**config.mk**
```make
export PLATFORM = sky130hd
export DESIGN_NAME = booth
export DESIGN_NICKNAME = d
export VERILOG_FILES = /design/src/rtl/booth_pkg.sv /design/src/rtl/booth_step.sv /design/src/rtl/booth.sv
export SDC_FILE = /design/constraint.sdc
export NUM_CORES = 1
export LEC_CHECK = 0
export BUFFER_PORTS_ARGS = -buffer_cell sky130_fd_sc_hd__buf_2
export CAP_MARGIN = 0
export CORE_MARGIN = 3
export CORE_UTILIZATION = 60
export DETAILED_ROUTE_END_ITERATION = 12
export MAX_ROUTING_LAYER = met4
export PLACE_DENSITY_LB_ADDON = 0.25
export SYNTH_ARGS = -nofsm -noshare
export SYNTH_HDL_FRONTEND = slang
export SYNTH_SLANG_ARGS = --single-unit
```
**constraint.sdc**
```tcl
create_clock -name clk -period 6.84 [get_ports clk]
set_input_delay 1.026 -clock clk [delete_from_list [all_inputs] [get_ports clk]]
set_output_delay 1.026 -clock clk [all_outputs]
set_load 0.02 [all_outputs]
```
**src/rtl/booth_pkg.sv**
```systemverilog
// Shared definitions for the sequential radix-2 Booth multiplier.
//   state_e         controller states (StIdle, StRun)
//   booth_op_e      per-iteration operation on the partial remainder A
//   booth_decode()  maps {Q[0], Q_1} to the operation for that iteration
package booth_pkg;

  localparam int unsigned BoothWidthDefault = 4;

  typedef enum logic {
    StIdle,
    StRun
  } state_e;

  typedef enum logic [1:0] {
    OpNone,
    OpAdd,
    OpSub
  } booth_op_e;

  // 01 ends a run of ones (add M), 10 starts one (subtract M), 00/11 shift only.
  function automatic booth_op_e booth_decode(input logic q0, input logic q_1);
    booth_op_e op;
    unique case ({q0, q_1})
      2'b01:   op = OpAdd;
      2'b10:   op = OpSub;
      default: op = OpNone;
    endcase
    return op;
  endfunction

endpackage

```
**src/rtl/booth_step.sv**
```systemverilog
// One combinational Booth iteration: conditional add/subtract of the
// sign-extended multiplicand into A, then arithmetic right shift of {A,Q,Q_1}.
// Ports:
//   a_i, q_i, q_1_i   current {A,Q,Q_1}; A is N+1 bits
//   m_i               multiplicand (signed, N bits)
//   a_o, q_o, q_1_o   {A,Q,Q_1} after add/sub and shift
module booth_step
  import booth_pkg::*;
#(
  parameter int unsigned N = BoothWidthDefault
) (
  input  logic [N:0]   a_i,
  input  logic [N-1:0] q_i,
  input  logic         q_1_i,
  input  logic [N-1:0] m_i,
  output logic [N:0]   a_o,
  output logic [N-1:0] q_o,
  output logic         q_1_o
);

  logic [N:0] m_ext;
  logic [N:0] sum;

  assign m_ext = {m_i[N-1], m_i};

  always_comb begin
    sum = a_i;
    unique case (booth_decode(q_i[0], q_1_i))
      OpAdd:   sum = a_i + m_ext;
      OpSub:   sum = a_i - m_ext;
      default: sum = a_i;
    endcase
  end

  // Arithmetic shift: A's sign bit is replicated, A's LSB moves into Q.
  assign a_o   = {sum[N], sum[N:1]};
  assign q_o   = {sum[0], q_i[N-1:1]};
  assign q_1_o = q_i[0];

endmodule

```
**src/rtl/booth.sv**
```systemverilog
// Sequential radix-2 Booth multiplier, one iteration per clock.
// salida = x * y (signed, 2N bits), valid N edges after the edge sampling start.
// Ports:
//   x, y     signed operands, latched when start is accepted
//   salida   product register, updated only on completion
//   clk      rising-edge clock
//   start    start strobe; ignored while busy and on the completion edge
//   rst_n    asynchronous active-low reset
//   busy     high while iterations are in progress
//   done     one-cycle pulse in the cycle salida is updated
// Build option: define BOOTH_RESTART_EN to let start during a run abort it and
// reload from the current x/y (except on the completion edge).
module booth
  import booth_pkg::*;
#(
  parameter int unsigned N = BoothWidthDefault
) (
  input  logic [N-1:0]   x,
  input  logic [N-1:0]   y,
  output logic [2*N-1:0] salida,
  input  logic           clk,
  input  logic           start,
  input  logic           rst_n,
  output logic           busy,
  output logic           done
);

  localparam int unsigned CntW = $clog2(N + 1);

  state_e          state_q, state_d;
  logic [N-1:0]    m_q, m_d;
  logic [N-1:0]    q_q, q_d;
  logic [N:0]      a_q, a_d;
  logic            q1_q, q1_d;
  logic [CntW-1:0] cnt_q, cnt_d;
  logic [2*N-1:0]  salida_q, salida_d;
  logic            done_q, done_d;

  logic [N:0]      a_step;
  logic [N-1:0]    q_step;
  logic            q1_step;
  logic            last;
  logic            restart;
  logic            load;

  booth_step #(
    .N (N)
  ) u_step (
    .a_i   (a_q),
    .q_i   (q_q),
    .q_1_i (q1_q),
    .m_i   (m_q),
    .a_o   (a_step),
    .q_o   (q_step),
    .q_1_o (q1_step)
  );

  assign last = (cnt_q == CntW'(1));

`ifdef BOOTH_RESTART_EN
  // The completion edge wins over a coincident restart.
  assign restart = (state_q == StRun) && start && !last;
`else
  assign restart = 1'b0;
`endif

  assign load = ((state_q == StIdle) && start) || restart;

  always_comb begin
    state_d  = state_q;
    m_d      = m_q;
    q_d      = q_q;
    a_d      = a_q;
    q1_d     = q1_q;
    cnt_d    = cnt_q;
    salida_d = salida_q;
    done_d   = 1'b0;

    if (load) begin
      m_d     = x;
      q_d     = y;
      q1_d    = 1'b0;
      a_d     = '0;
      cnt_d   = CntW'(N);
      state_d = StRun;
    end else if (state_q == StRun) begin
      a_d   = a_step;
      q_d   = q_step;
      q1_d  = q1_step;
      cnt_d = cnt_q - CntW'(1);
      if (last) begin
        // {A,Q} is 2N+1 bits; its top bit only duplicates the product sign.
        salida_d = {a_step[N-1:0], q_step};
        done_d   = 1'b1;
        state_d  = StIdle;
      end
    end
  end

  always_ff @(posedge clk or negedge rst_n) begin
    if (!rst_n) begin
      state_q  <= StIdle;
      m_q      <= '0;
      q_q      <= '0;
      a_q      <= '0;
      q1_q     <= 1'b0;
      cnt_q    <= '0;
      salida_q <= '0;
      done_q   <= 1'b0;
    end else begin
      state_q  <= state_d;
      m_q      <= m_d;
      q_q      <= q_d;
      a_q      <= a_d;
      q1_q     <= q1_d;
      cnt_q    <= cnt_d;
      salida_q <= salida_d;
      done_q   <= done_d;
    end
  end

  assign salida = salida_q;
  assign busy   = (state_q == StRun);
  assign done   = done_q;

endmodule

```
==> results.sh <==
export IMPL_route_detailed_drc=0
export IMPL_grt_ovfl_total=0
export IMPL_critPathRequiredTime_ns=7.06
export IMPL_hp_start="salida[0]"
export IMPL_num_vias=1007
export IMPL_die_area_sq_um=2940
export IMPL_io_buffers=20
export IMPL_max_stage_delay_ns=0.42
export IMPL_htree_levels=1
export IMPL_ys_async_sr_fraction_pct=100
export IMPL_r2r_end="a_q[3]"
export IMPL_cts_tree="built"
export IMPL_num_rows=16
export IMPL_yosysWarningCount=0
export IMPL_fin_skew_ns=0.00118
export IMPL_holdPathStages=2
export IMPL_netlist_top_cells_area="dfrtp_1 (47%), ha_1 (7.2%), nand2_1 (6.7%)"
export IMPL_setup_viol=0
export IMPL_ys_seq_area_share_pct=46.6
export IMPL_cts_buffers_inserted=3
export IMPL_drt_iter0_markers=16
export IMPL_grt_pass1_wl_microns=4110
export IMPL_drt_wirelength_per_cell_microns=12.9
export IMPL_first_global_vias=968
export IMPL_finalSetupTns_ns=0
export IMPL_synth_avg_cell_area_sq_um=9.69
export IMPL_synth_flop_cell="dfrtp_1"
export IMPL_path_buf_inv=1
export IMPL_num_antenna_cells=0
export IMPL_hpwl_microns=1830
export IMPL_cts_clk_slew_worst_paths_ns=0.13
export IMPL_antenna_found_initial=0
export IMPL_path_common_cell="nand2b_1"
export IMPL_maxSlewViolCount=0
export IMPL_holdBufCountCts=0
export IMPL_drive_gt1_share_pct=19.4
export IMPL_crit_slowest_cell="fa_1"
export IMPL_period_needed_ns=2.50
export IMPL_synth_area_sq_um=1400
export IMPL_cts_resized=0
export IMPL_gp_congestion=0.920
export IMPL_max_freq_mhz=401
export IMPL_worst_setup_path_end_kind="register"
export IMPL_cts_sinks=26
export IMPL_synth_edf_count=0
export IMPL_holdPathEnd="salida[0]"
export IMPL_grtUsageTotal_pct=20.0
export IMPL_synth_commonest_cells="dfrtp_1 (26), nand2_1 (25), inv_1 (10), nor2_1 (10), o21ai_0 (9)"
export IMPL_clock_latency_ns=0.32
export IMPL_crit_type="register to register"
export IMPL_ys_seq_elements=26
export IMPL_slew_headroom_pct=50.4
export IMPL_ios=21
export IMPL_cp_max_fo=5
export IMPL_synth_cell_types=29
export IMPL_area_growth_pct=8.07
export IMPL_timing_hold_ws_ns=0.488
export IMPL_synth_most_common_cell="dfrtp_1"
export IMPL_startpoint_type="register"
export IMPL_hp_class="register to register"
export IMPL_ant_nets=0
export IMPL_clk_path_buf_depth=2
export IMPL_hold_viol=0
export IMPL_cpLargestDelayFamily="multiplexers"
export IMPL_grt_max_degree=27
export IMPL_r2r_cells=9
export IMPL_viasPerCell=5.39
export IMPL_cts_root_buf="clkbuf_4"
export IMPL_syn_num_nets=164
export IMPL_arrival_ns=2.72
export IMPL_worst_slew_pin_slew_ns=0.743
export IMPL_die_h_microns=54.2
export IMPL_cp_cell_sequence="inv_1 -> ha_1 -> mux2_2 -> fa_1 -> nand2b_1 -> a21oi_1 -> xnor2_1 -> nand2b_1 -> mux2_4"
export IMPL_wirelength_microns=2420
export IMPL_rrSetupSlack_ns=4.34
export IMPL_firstDrtPassIters=4
export IMPL_maxCapViolations=0
export IMPL_nets=182
export IMPL_status="finished clean"
export IMPL_core_area_sq_um=2080
export IMPL_post_route_period_util_pct=36.5
export IMPL_die_width_microns=54.2
export IMPL_finalNonFillerCells=187
export IMPL_yosysTopAreaCell="dfrtp_1"
export IMPL_synth_top_area_share_pct=46.6
export IMPL_start_util_pct=67.0
export IMPL_postCtsSetupRepairBufs=0
export IMPL_r2r_start="q1_q"
export IMPL_placed_cells=184
export IMPL_rsz0062_at_grt="false"
export IMPL_synthCells=144
## worst max-delay path by stage
stage / startpoint / to / slack, ns / depth (start not counted)
finish: q1_q / a_q[3] / 4.34 / 9
global route: q1_q / a_q[3] / 4.23 / 9
CTS: q1_q / a_q[3] / 4.35 / 9
detailed placement: q1_q / a_q[3] / 4.36 / 9
floorplan: q1_q / a_q[3] / 4.49 / 9
global placement: q1_q / a_q[3] / 4.44 / 9
## kinds of logic after synthesis
family                   synth area share, %
buffers and inverters                   6.19
AO/OA/AOI/OAI                           10.4
XOR/XNOR                                3.77
flip-flops                              46.6
adder cells (fa/ha/maj)                 8.61
AND/OR/NAND/NOR                         16.5
multiplexers                            7.89
## metal layers
metal  GRT usage (%)  wire [microns]
met5               -               0
met4            6.22              42
met3            3.54             107
met2            34.7            1190
met1            23.5            1080
## metrics by stage
step	setup WS [ns]	area, sq um	utilization [%]
global route	4.23	1510	72.4
CTS	4.35	1510	72.4
finish	4.34	1510	72.4
detailed placement	4.36	1490	71.3
floorplan	4.49	1400	-
global placement	4.44	1490	71.3
## cells in the final DEF (no fill, tap or decap), drive strengths merged
cell type / netlist / routed
dfrtp: 26 / 26
nand2: 25 / 25
buf: 4 / 20
inv: 10 / 10
nor2: 10 / 10
o21ai: 10 / 10
a21oi: 8 / 8
ha: 8 / 8
nand2b: 5 / 5
mux2i: 5 / 5
mux2: 5 / 5
xnor2: 4 / 4
o31ai: 4 / 4
nor3: 3 / 3
clkbuf: 3 / 3
nor2b: 3 / 3
or2: 2 / 2
xor2: 2 / 2
clkinv: 1 / 1
and3: 1 / 1
a21o: 1 / 1
nor3b: 1 / 1
a31oi: 1 / 1
a211oi: 1 / 1
fa: 1 / 1
## flip-flops by register name, summed over array words and instances, names as in the netlist
name	cells
salida	8
cnt_q	3
done	1
m_q	4
a_q	4
busy	1
q1_q	1
q_q	4
## tightest hold or removal path, cell delays in order, from the launching register on
cell and delay, ns:
dfrtp_1 0.36, nand2_1 0.05, nand2_1 0.05
## layout make-up
| type | instances | area (sq um) |
|---|---|---|
| Clock buffer | 3 | 22.5 |
| Timing Repair Buffer | 20 | 100 |
| Multi-Input combinational cell | 100 | 658 |
| Fill cell | 165 | 574 |
| Tap cell | 27 | 33.8 |
| Sequential cell | 26 | 651 |
| Inverter | 11 | 42.5 |
Power is not shown: default switching activity piles up to over one toggle a cycle in this logic, so the estimate is an artifact.
